--- src/rtl/mac_pkg.sv ---
// rtl/mac_pkg.sv - opcodes, width check and saturation constants for multi_channel_mac
package mac_pkg;

    typedef enum logic [1:0] {
        OP_NOP   = 2'd0,
        OP_LOAD  = 2'd1,
        OP_MAC   = 2'd2,
        OP_CLEAR = 2'd3
    } opcode_t;

    // Widest accumulator the saturation helper can describe
    localparam int SAT_MAX_W = 128;

    // The accumulator must hold a full signed product without loss
    function automatic bit acc_width_ok(input int data_width, input int acc_width);
        return acc_width >= 2 * data_width;
    endfunction

    // Signed max (0x7F..F) or min (0x80..0) of an acc_width-bit value, zero-padded above
    function automatic logic [SAT_MAX_W-1:0] sat_value(input logic negative, input int acc_width);
        logic [SAT_MAX_W-1:0] v;
        v = '0;
        for (int i = 0; i < SAT_MAX_W; i++) begin
            if (i < acc_width - 1) begin
                v[i] = ~negative;
            end else if (i == acc_width - 1) begin
                v[i] = negative;
            end
        end
        return v;
    endfunction

endpackage

--- src/rtl/mac_multiplier.sv ---
// rtl/mac_multiplier.sv - signed DATA_WIDTH x DATA_WIDTH combinational multiplier
module mac_multiplier #(
    parameter int DATA_WIDTH = 16
) (
    input  logic signed [DATA_WIDTH-1:0]   a,
    input  logic signed [DATA_WIDTH-1:0]   b,
    output logic signed [2*DATA_WIDTH-1:0] product
);

    localparam int PW = 2 * DATA_WIDTH;

    // Widen both operands first so the product keeps every bit
    assign product = PW'(a) * PW'(b);

endmodule

--- src/rtl/multi_channel_mac.sv ---
// rtl/multi_channel_mac.sv - pipelined multi-channel MAC; MAC_SATURATE_EN selects saturating overflow
module multi_channel_mac
    import mac_pkg::*;
#(
    parameter int DATA_WIDTH = 16,
    parameter int ACC_WIDTH  = 40,
    parameter int CHANNELS   = 4,
    parameter int CH_W       = $clog2(CHANNELS)
) (
    input  logic                         clk,
    input  logic                         rstN,
    input  logic                         inValid,
    output logic                         inReady,
    input  logic [1:0]                   opcode,
    input  logic [CH_W-1:0]              channel,
    input  logic signed [DATA_WIDTH-1:0] a,
    input  logic signed [DATA_WIDTH-1:0] b,
    output logic                         outValid,
    input  logic                         outReady,
    output logic [CH_W-1:0]              outChannel,
    output logic [ACC_WIDTH-1:0]         dataOut,
    output logic                         overflow
);

    localparam int PW = 2 * DATA_WIDTH;

    if (!acc_width_ok(DATA_WIDTH, ACC_WIDTH)) begin : g_acc_width_chk
        $error("multi_channel_mac: ACC_WIDTH must be at least 2*DATA_WIDTH");
    end
    if (CHANNELS < 2) begin : g_channels_chk
        $error("multi_channel_mac: CHANNELS must be at least 2");
    end

    logic                   stall;
    opcode_t                in_op;
    logic                   in_take;
    logic signed [PW-1:0]   product;

    logic                   s1_valid;
    opcode_t                s1_op;
    logic [CH_W-1:0]        s1_ch;
    logic signed [PW-1:0]   s1_data;

    logic signed [ACC_WIDTH-1:0] acc [CHANNELS];
    logic [CHANNELS-1:0]         ovf;

    logic signed [ACC_WIDTH-1:0] cur_acc;
    logic signed [ACC_WIDTH:0]   sum;
    logic                        sum_ovf;
    logic signed [ACC_WIDTH-1:0] new_acc;
    logic                        new_ovf;
`ifdef MAC_SATURATE_EN
    logic [SAT_MAX_W-1:0]        sat_full;
`endif

    // A result beat that is offered but not taken freezes the whole pipe
    assign stall   = outValid && !outReady;
    assign inReady = !stall;

    // NOPs and out-of-range channels are accepted but never enter the pipe
    assign in_op   = opcode_t'(opcode);
    assign in_take = inValid && (in_op != OP_NOP) && (int'(channel) < CHANNELS);

    mac_multiplier #(
        .DATA_WIDTH (DATA_WIDTH)
    ) u_mult (
        .a       (a),
        .b       (b),
        .product (product)
    );

    // S1: capture op, channel and either the product (MAC) or {a,b} (LOAD)
    always_ff @(posedge clk or negedge rstN) begin
        if (!rstN) begin
            s1_valid <= 1'b0;
            s1_op    <= OP_NOP;
            s1_ch    <= '0;
            s1_data  <= '0;
        end else if (!stall) begin
            s1_valid <= in_take;
            s1_op    <= in_op;
            s1_ch    <= channel;
            s1_data  <= (in_op == OP_LOAD) ? {a, b} : product;
        end
    end

    // S2: read the channel, apply the op and flag signed overflow of the MAC sum
    always_comb begin
        cur_acc = acc[s1_ch];
        sum     = (ACC_WIDTH+1)'(cur_acc) + (ACC_WIDTH+1)'(s1_data);
        sum_ovf = sum[ACC_WIDTH] ^ sum[ACC_WIDTH-1];
        new_acc = cur_acc;
        new_ovf = ovf[s1_ch];
`ifdef MAC_SATURATE_EN
        sat_full = '0;
`endif
        case (s1_op)
            OP_LOAD: begin
                new_acc = ACC_WIDTH'(s1_data);
                new_ovf = 1'b0;
            end
            OP_CLEAR: begin
                new_acc = '0;
                new_ovf = 1'b0;
            end
            OP_MAC: begin
                new_ovf = ovf[s1_ch] | sum_ovf;
`ifdef MAC_SATURATE_EN
                sat_full = sat_value(sum[ACC_WIDTH], ACC_WIDTH);
                new_acc  = sum_ovf ? sat_full[ACC_WIDTH-1:0] : sum[ACC_WIDTH-1:0];
`else
                new_acc  = sum[ACC_WIDTH-1:0];
`endif
            end
            default: ;
        endcase
    end

    // Accumulator and sticky-overflow write-back; visible to the very next S2 op
    always_ff @(posedge clk or negedge rstN) begin
        if (!rstN) begin
            for (int i = 0; i < CHANNELS; i++) begin
                acc[i] <= '0;
            end
            ovf <= '0;
        end else if (!stall && s1_valid) begin
            acc[s1_ch] <= new_acc;
            ovf[s1_ch] <= new_ovf;
        end
    end

    // Output register: one beat per valid S2 op, held while the consumer stalls
    always_ff @(posedge clk or negedge rstN) begin
        if (!rstN) begin
            outValid   <= 1'b0;
            outChannel <= '0;
            dataOut    <= '0;
            overflow   <= 1'b0;
        end else if (!stall) begin
            outValid <= s1_valid;
            if (s1_valid) begin
                outChannel <= s1_ch;
                dataOut    <= new_acc;
                overflow   <= new_ovf;
            end
        end
    end

endmodule

--- config.mk ---
export PLATFORM = sky130hd
export DESIGN_NAME = multi_channel_mac
export DESIGN_NICKNAME = d
export VERILOG_FILES = /design/src/rtl/mac_pkg.sv /design/src/rtl/mac_multiplier.sv /design/src/rtl/multi_channel_mac.sv
export SDC_FILE = /design/constraint.sdc
export NUM_CORES = 1
export LEC_CHECK = 0
export CAP_MARGIN = 30
export CORE_AREA = 5 5 202 204
export DETAILED_ROUTE_END_ITERATION = 7
export DIE_AREA = 0 0 207 209
export HOLD_SLACK_MARGIN = 0.05
export PLACE_DENSITY = 0.8
export SLEW_MARGIN = 10
export SYNTH_ARGS = -nofsm -noshare
export SYNTH_HDL_FRONTEND = slang
export SYNTH_HIERARCHICAL = 1
export SYNTH_SLANG_ARGS = --single-unit
--- constraint.sdc ---
create_clock -name clk -period 5.4 [get_ports clk]
set_input_delay 1.62 -clock clk [delete_from_list [all_inputs] [get_ports clk]]
set_output_delay 1.62 -clock clk [all_outputs]
set_load 0.02 [all_outputs]
==> results.sh, run 1 <==
export IMPL_arrival_ns=7.40
export IMPL_io_pins=85
export IMPL_fin_area_sq_um=28300
export IMPL_rows=73
export IMPL_min_period_ns=6.98
export IMPL_synth_cell_types=78
export IMPL_avgRoutedWirePerCell_microns=18.8
export IMPL_max_freq_mhz=143
export IMPL_path_class="input pin to flip-flop"
export IMPL_numCtsBuffers=23
export IMPL_clockRootBuffer="clkbuf_16"
export IMPL_area_growth_synth_to_final_pct=23.1
export IMPL_path_clk_slew_ns=0.06
export IMPL_placed_area_sq_um=26000
export IMPL_seq_area_sq_um=6130
export IMPL_setup_slack_ns=-1.58
export IMPL_route_vias_total=18700
export IMPL_synthFlopType="dfrtp_1"
export IMPL_hold_viol=0
export IMPL_worst_slew_pin_slew_ns=0.923
export IMPL_syn_avg_cell_area_sq_um=9.28
export IMPL_track_usage_pct=28.1
export IMPL_fin_crit_sh_pct=129
export IMPL_drive_gt1_share_pct=23.6
export IMPL_synthCells=2474
export IMPL_synthArstFlopShare_pct=100
export IMPL_grt_antenna_before_repair=0
export IMPL_drc=0
export IMPL_fillers=2766
export IMPL_antenna_left=0
export IMPL_cp_data_required_time_ns=5.83
export IMPL_skew_ns=0.00992
export IMPL_die_w_microns=207
export IMPL_cts_sinks=245
export IMPL_dr_pass1_iters=5
export IMPL_cts_tree="done"
export IMPL_synth_warnings=6
export IMPL_violations="setup timing"
export IMPL_place_hpwl_microns=45000
export IMPL_postRouteWirelength_microns=61800
export IMPL_yosysTopAreaCellShare_pct=26.7
export IMPL_vias_per_cell=5.69
export IMPL_cts_buffer_depth=3
export IMPL_drt_iter0_drc=1329
export IMPL_synth_edf_count=0
export IMPL_ys_top_cells_by_area="dfrtp_1 (27%), fa_1 (23%), ha_1 (6.6%), nand2_1 (6.6%), inv_1 (5.5%)"
export IMPL_maxSlewViolCount=0
export IMPL_die_h_microns=209
export IMPL_htreeDepth=1
export IMPL_ys_seq_area_share_pct=26.7
export IMPL_crit_fanout=7
export IMPL_cts_hold_buffers=0
export IMPL_setup_viol=24
export IMPL_synth_seq_cells=245
export IMPL_grt_first_pass_wirelength_microns=101000
export IMPL_synth_nets=2899
export IMPL_nNetsFinal=3173
export IMPL_grt_pass1_vias=20300
export IMPL_hold_class="flip-flop to flip-flop"
export IMPL_routabilityCongestion=0.967
export IMPL_syn_area_sq_um=23000
export IMPL_io_buffers=84
export IMPL_multi_input_area_sq_um=16000
export IMPL_start_util_pct=58.7
export IMPL_diodes=0
export IMPL_die_area_sq_um=43300
export IMPL_cap_violations=0
export IMPL_start_kind="input pin"
export IMPL_gr_total_overflow=0
export IMPL_rsz0062_at_grt="true"
export IMPL_grt_max_degree=116
export IMPL_cp_end_kind="flip-flop"
export IMPL_coreArea_sq_um=39100
export IMPL_status="finished with violations"
export IMPL_relSlewSlack_pct=38.4
export IMPL_timing_reg2reg_setup_slack_ns=0.93
export IMPL_synth_top_cell_by_area="dfrtp_1"
export IMPL_clkLatencyLatePin_ns=0.51
[metrics by stage]
| step | hold slack [ns] | cells | util [%] | setup WS, ns | setup TNS, ns |
|---|---|---|---|---|---|
| 2_1_floorplan | 0.445 | 2474 | - | -1.70 | -26.43 |
| 3_3_place_gp | 0.456 | 3172 | 66.6 | -2.46 | -49.30 |
| 3_5_place_dp | 0.466 | 3172 | 66.6 | -2.61 | -51.52 |
| 4_1_cts | 0.482 | 3283 | 71.5 | -1.62 | -26.82 |
| 5_1_grt | 0.492 | 3289 | 72.3 | -1.76 | -31.55 |
| 6_report | 0.475 | 3289 | 72.3 | -1.58 | -27.55 |
[worst paths after layout]
kind | start | end | cells after the start
max | a[7] | s1_data[30] | 24
min | dataOut[13] | dataOut[13] | 2
max reg2reg | s1_ch[0] | acc[39] | 12
min reg2reg | dataOut[13] | dataOut[13] | 2
max in group asynchronous | rstN | dataOut[17] | 2
min in group asynchronous | rstN | acc[85] | 1
[routing by layer]
| metal | vias up | wire length [microns] | GRT usage, % | part of all wire, % |
|---|---|---|---|---|
| met5 | - | 0 | 0 | 0 |
| met4 | 0 | 2500 | 10.7 | 4.0 |
| met3 | 173 | 3240 | 2.27 | 5.2 |
| met2 | 657 | 31400 | 50.1 | 51 |
| met1 | 9321 | 24700 | 36.2 | 40 |
| li1 | 8572 | - | - | - |
[layout by cell type (no fill, tap or decap), drive strengths merged, types with 9 or more instances in the layout]
cell / Yosys / final
nand2b: 11 / 11
mux4: 41 / 41
nand2: 402 / 402
ha: 122 / 122
mux2i: 37 / 37
nor2b: 9 / 9
xnor2: 41 / 41
nor3: 10 / 10
buf: 25 / 305
a31oi: 20 / 20
clkdlybuf4s50: 0 / 52
nand4: 10 / 10
mux2: 20 / 20
nor2: 94 / 94
a211oi: 10 / 10
xor2: 21 / 21
inv: 339 / 339
o211ai: 9 / 9
and2: 130 / 130
o21ai: 205 / 205
fa: 263 / 263
dfrtp: 245 / 245
nand3: 14 / 14
a21oi: 165 / 165
a21o: 39 / 39
clkbuf: 100 / 36
[cells by family after synthesis]
| kind of cell | share of synthesized area, % |
|---|---|
| and+or+nand+nor | 14.1 |
| muxes | 6.61 |
| adders and majority gates | 29.6 |
| DFF | 26.7 |
| buffers and inverters | 7.63 |
| AOI/OAI and AO/OA | 13.0 |
| xor gates and xnor gates | 2.36 |
[Yosys cell counts (37+ instances only)]
cell      instances
fa_1            263
and2_1          129
nor2_1           94
a21o_1           38
dfrtp_1         245
xnor2_1          41
a21oi_1         162
clkbuf_1         99
ha_1            122
inv_1           338
mux4_2           41
mux2i_1          37
nand2_1         401
o21ai_0         200
[critical path, cell delays in order]
cell and delay, ns:
buf_6 0.09, buf_6 0.13, and2_4 0.14, fa_1 0.58, inv_2 0.05, fa_2 0.44
fa_2 0.55, inv_2 0.06, fa_1 0.51, fa_1 0.55, inv_2 0.04, fa_1 0.54
inv_2 0.05, ha_4 0.22, a211oi_4 0.25, o21ai_2 0.10, a221oi_4 0.28, o221ai_2 0.16
a21oi_4 0.18, o21bai_2 0.08, or4b_4 0.52, nand3_2 0.07, mux2i_1 0.06, o21ai_1 0.13
[area by class of cell]
class                   count  share of cell area [%]
clock inverters             9                   0.522
repair buffers            374                    12.0
well taps                 525                    2.32
flip-flops and latches    245                    21.7
multi-input cells        1765                    56.7
clock buffers              32                    2.26
inverters                 339                    4.51
[state kept, by name, indices dropped and copies added, names as in the netlist]
name,cells
acc,160
dataOut,40
outChannel,2
outValid,1
overflow,1
ovf,4
s1_ch,2
s1_data,32
s1_op,2
s1_valid,1
[what timing repair did]
item	CTS	global route
endpoints found under the setup margin	26	25
gates cloned	7	0
gates resized for setup	293	90
pin swaps	153	88
buffers inserted	72	15
Power of run 1 is not shown: default switching activity piles up to over one toggle a cycle in this logic, so the estimate is an artifact.
==> inputs of run 2 (changes only) <==
--- a/config.mk
+++ b/config.mk
@@ -10,7 +10,7 @@
 export DETAILED_ROUTE_END_ITERATION = 7
 export DIE_AREA = 0 0 207 209
 export HOLD_SLACK_MARGIN = 0.05
-export PLACE_DENSITY = 0.8
+export PLACE_DENSITY = 0.78
 export SLEW_MARGIN = 10
 export SYNTH_ARGS = -nofsm -noshare
 export SYNTH_HDL_FRONTEND = slang
==> results.sh, run 2 (same netlist as run 1, synthesis figures left out) <==
export IMPL_status="finished with violations"
export IMPL_violations="setup timing"
export IMPL_slowest_stage="fa_1"
export IMPL_grt_antenna_before_repair=0
export IMPL_place_hpwl_microns=45100
export IMPL_largest_reg_flops=160
export IMPL_skew_ns=0.0125
export IMPL_dr_pass1_iters=6
export IMPL_maxSlewViolCount=0
export IMPL_timing_reg2reg_setup_slack_ns=0.98
export IMPL_r2r_start="s1_ch[0]"
export IMPL_start_util_pct=58.7
export IMPL_hold_viol=0
export IMPL_rows=73
export IMPL_drt_iter0_drc=1357
export IMPL_io_pins=85
export IMPL_drc=0
export IMPL_min_period_ns=6.92
export IMPL_die_area_sq_um=43300
export IMPL_diodes=0
export IMPL_arrival_ns=7.35
export IMPL_fillers=2723
export IMPL_coreArea_sq_um=39100
export IMPL_clockRootBuffer="clkbuf_16"
export IMPL_drive_gt1_share_pct=25.3
export IMPL_htreeDepth=1
export IMPL_setup_viol=24
export IMPL_track_usage_pct=29.3
export IMPL_grt_pass1_vias=20500
export IMPL_r2r_end="dataOut[37]"
export IMPL_cts_hold_buffers=0
export IMPL_area_growth_synth_to_final_pct=24.5
export IMPL_setup_slack_ns=-1.52
export IMPL_clkLatencyLatePin_ns=0.52
export IMPL_nNetsFinal=3199
export IMPL_relSlewSlack_pct=32.1
export IMPL_crit_fanout=5
export IMPL_worst_slew_pin_slew_ns=1.02
export IMPL_cpMostUsedCell="fa_1"
export IMPL_mostFrequentLayoutCells="nand2_1 (370), inv_1 (282), dfrtp_1 (243), fa_1 (235), buf_4 (208)"
export IMPL_fin_cells=3314
export IMPL_rsz0062_at_grt="true"
export IMPL_cts_buffer_depth=3
export IMPL_crit_path_max_incr_delay_ns=0.55
export IMPL_start_kind="input pin"
export IMPL_endpoint="s1_data[30]"
export IMPL_cap_violations=0
export IMPL_path_class="input pin to flip-flop"
export IMPL_cp_end_kind="flip-flop"
export IMPL_postRouteWirelength_microns=64200
export IMPL_reg_largest_list="acc (160), dataOut (40), s1_data (32)"
export IMPL_avgRoutedWirePerCell_microns=19.4
export IMPL_cp_data_required_time_ns=5.84
export IMPL_vias_per_cell=5.76
export IMPL_io_buffers=84
export IMPL_grt_first_pass_wirelength_microns=104000
export IMPL_numCtsBuffers=23
export IMPL_hold_class="flip-flop to flip-flop"
export IMPL_grt_max_degree=134
export IMPL_crit_start="b[12]"
export IMPL_die_h_microns=209
export IMPL_routabilityCongestion=0.941
export IMPL_path_clk_slew_ns=0.07
export IMPL_regMostFlops="acc"
export IMPL_antenna_left=0
export IMPL_cts_tree="done"
export IMPL_rr_worst_depth=11
export IMPL_fin_crit_sh_pct=128
export IMPL_gr_total_overflow=0
export IMPL_layout_commonest_cell="nand2_1"
export IMPL_die_w_microns=207
export IMPL_cts_sinks=245
export IMPL_route_vias_total=19100
export IMPL_max_freq_mhz=145
export IMPL_dpl_cell_count=3186
==> run 2: cell types whose count changed in the layout (fill, tap and decap cells not counted), sizes merged <==
cell,delta
buf,+33
bufinv,-4
dlygate4sd2,-3
clkbuf,-2
clkdlybuf4s15,-2
clkinv,+2
clkinvlp,+2
bufbuf,-1
==> run 2: stage by stage <==
step | setup slack, ns | hold WS, ns | TNS (ns) | utilization (%) | cell area, sq um
floorplan | -1.70 | 0.445 | -26.43 | - | 23500
global placement | -2.47 | 0.457 | -49.17 | 66.9 | 26200
detailed placement | -2.55 | 0.467 | -51.64 | 67.0 | 26200
CTS | -1.52 | 0.482 | -26.49 | 71.9 | 28100
global route | -1.72 | 0.501 | -32.01 | 73.1 | 28600
finish | -1.52 | 0.475 | -27.62 | 73.1 | 28600
==> run 2: what timing repair did <==
item | 4_1_cts | 5_1_grt
gates resized for setup | 329 | 135
pin swaps | 161 | 128
hold endpoints to repair | 0 | 0
setup endpoints to repair | 25 | 25
setup buffers | 71 | 19
gates cloned | 7 | 0
==> run 2: layout make-up <==
type | instances | area (sq um) | area share, %
clock buffers | 31 | 646 | 2.26
inverters | 339 | 1280 | 4.47
clock inverters | 9 | 52.6 | 0.184
multi-input cells | 1765 | 16100 | 56.3
flip-flops and latches | 245 | 6130 | 21.5
repair buffers | 400 | 3740 | 13.1
well taps | 525 | 657 | 2.30
==> run 2: critical path, delay by kind of cell <==
family	cells	cell delay, ns
AND/OR/NAND/NOR	3	0.67
adder cells (fa/ha/maj)	7	2.99
AO/OA/AOI/OAI	7	1.17
buffers and inverters	9	0.84
multiplexers	1	0.06
==> run 2: worst min-delay path by stage <==
stage / start / endpoint / slack (ns) / cells past startpoint
after detailed placement: acc[20] / acc[20] / 0.47 / 2
after floorplan: acc[40] / acc[40] / 0.44 / 2
after CTS: acc[20] / acc[20] / 0.48 / 2
after global routing: acc[97] / acc[97] / 0.50 / 2
final: dataOut[9] / dataOut[9] / 0.47 / 2
after global placement: acc[0] / acc[0] / 0.46 / 2
==> run 2: layer usage <==
metal	global-route usage (%)	routed length, microns
met4	13.3	3330
met3	4.07	3670
met2	51.4	32500
met5	0	0
met1	36.2	24600
Power of run 2 is left out for the same reason.
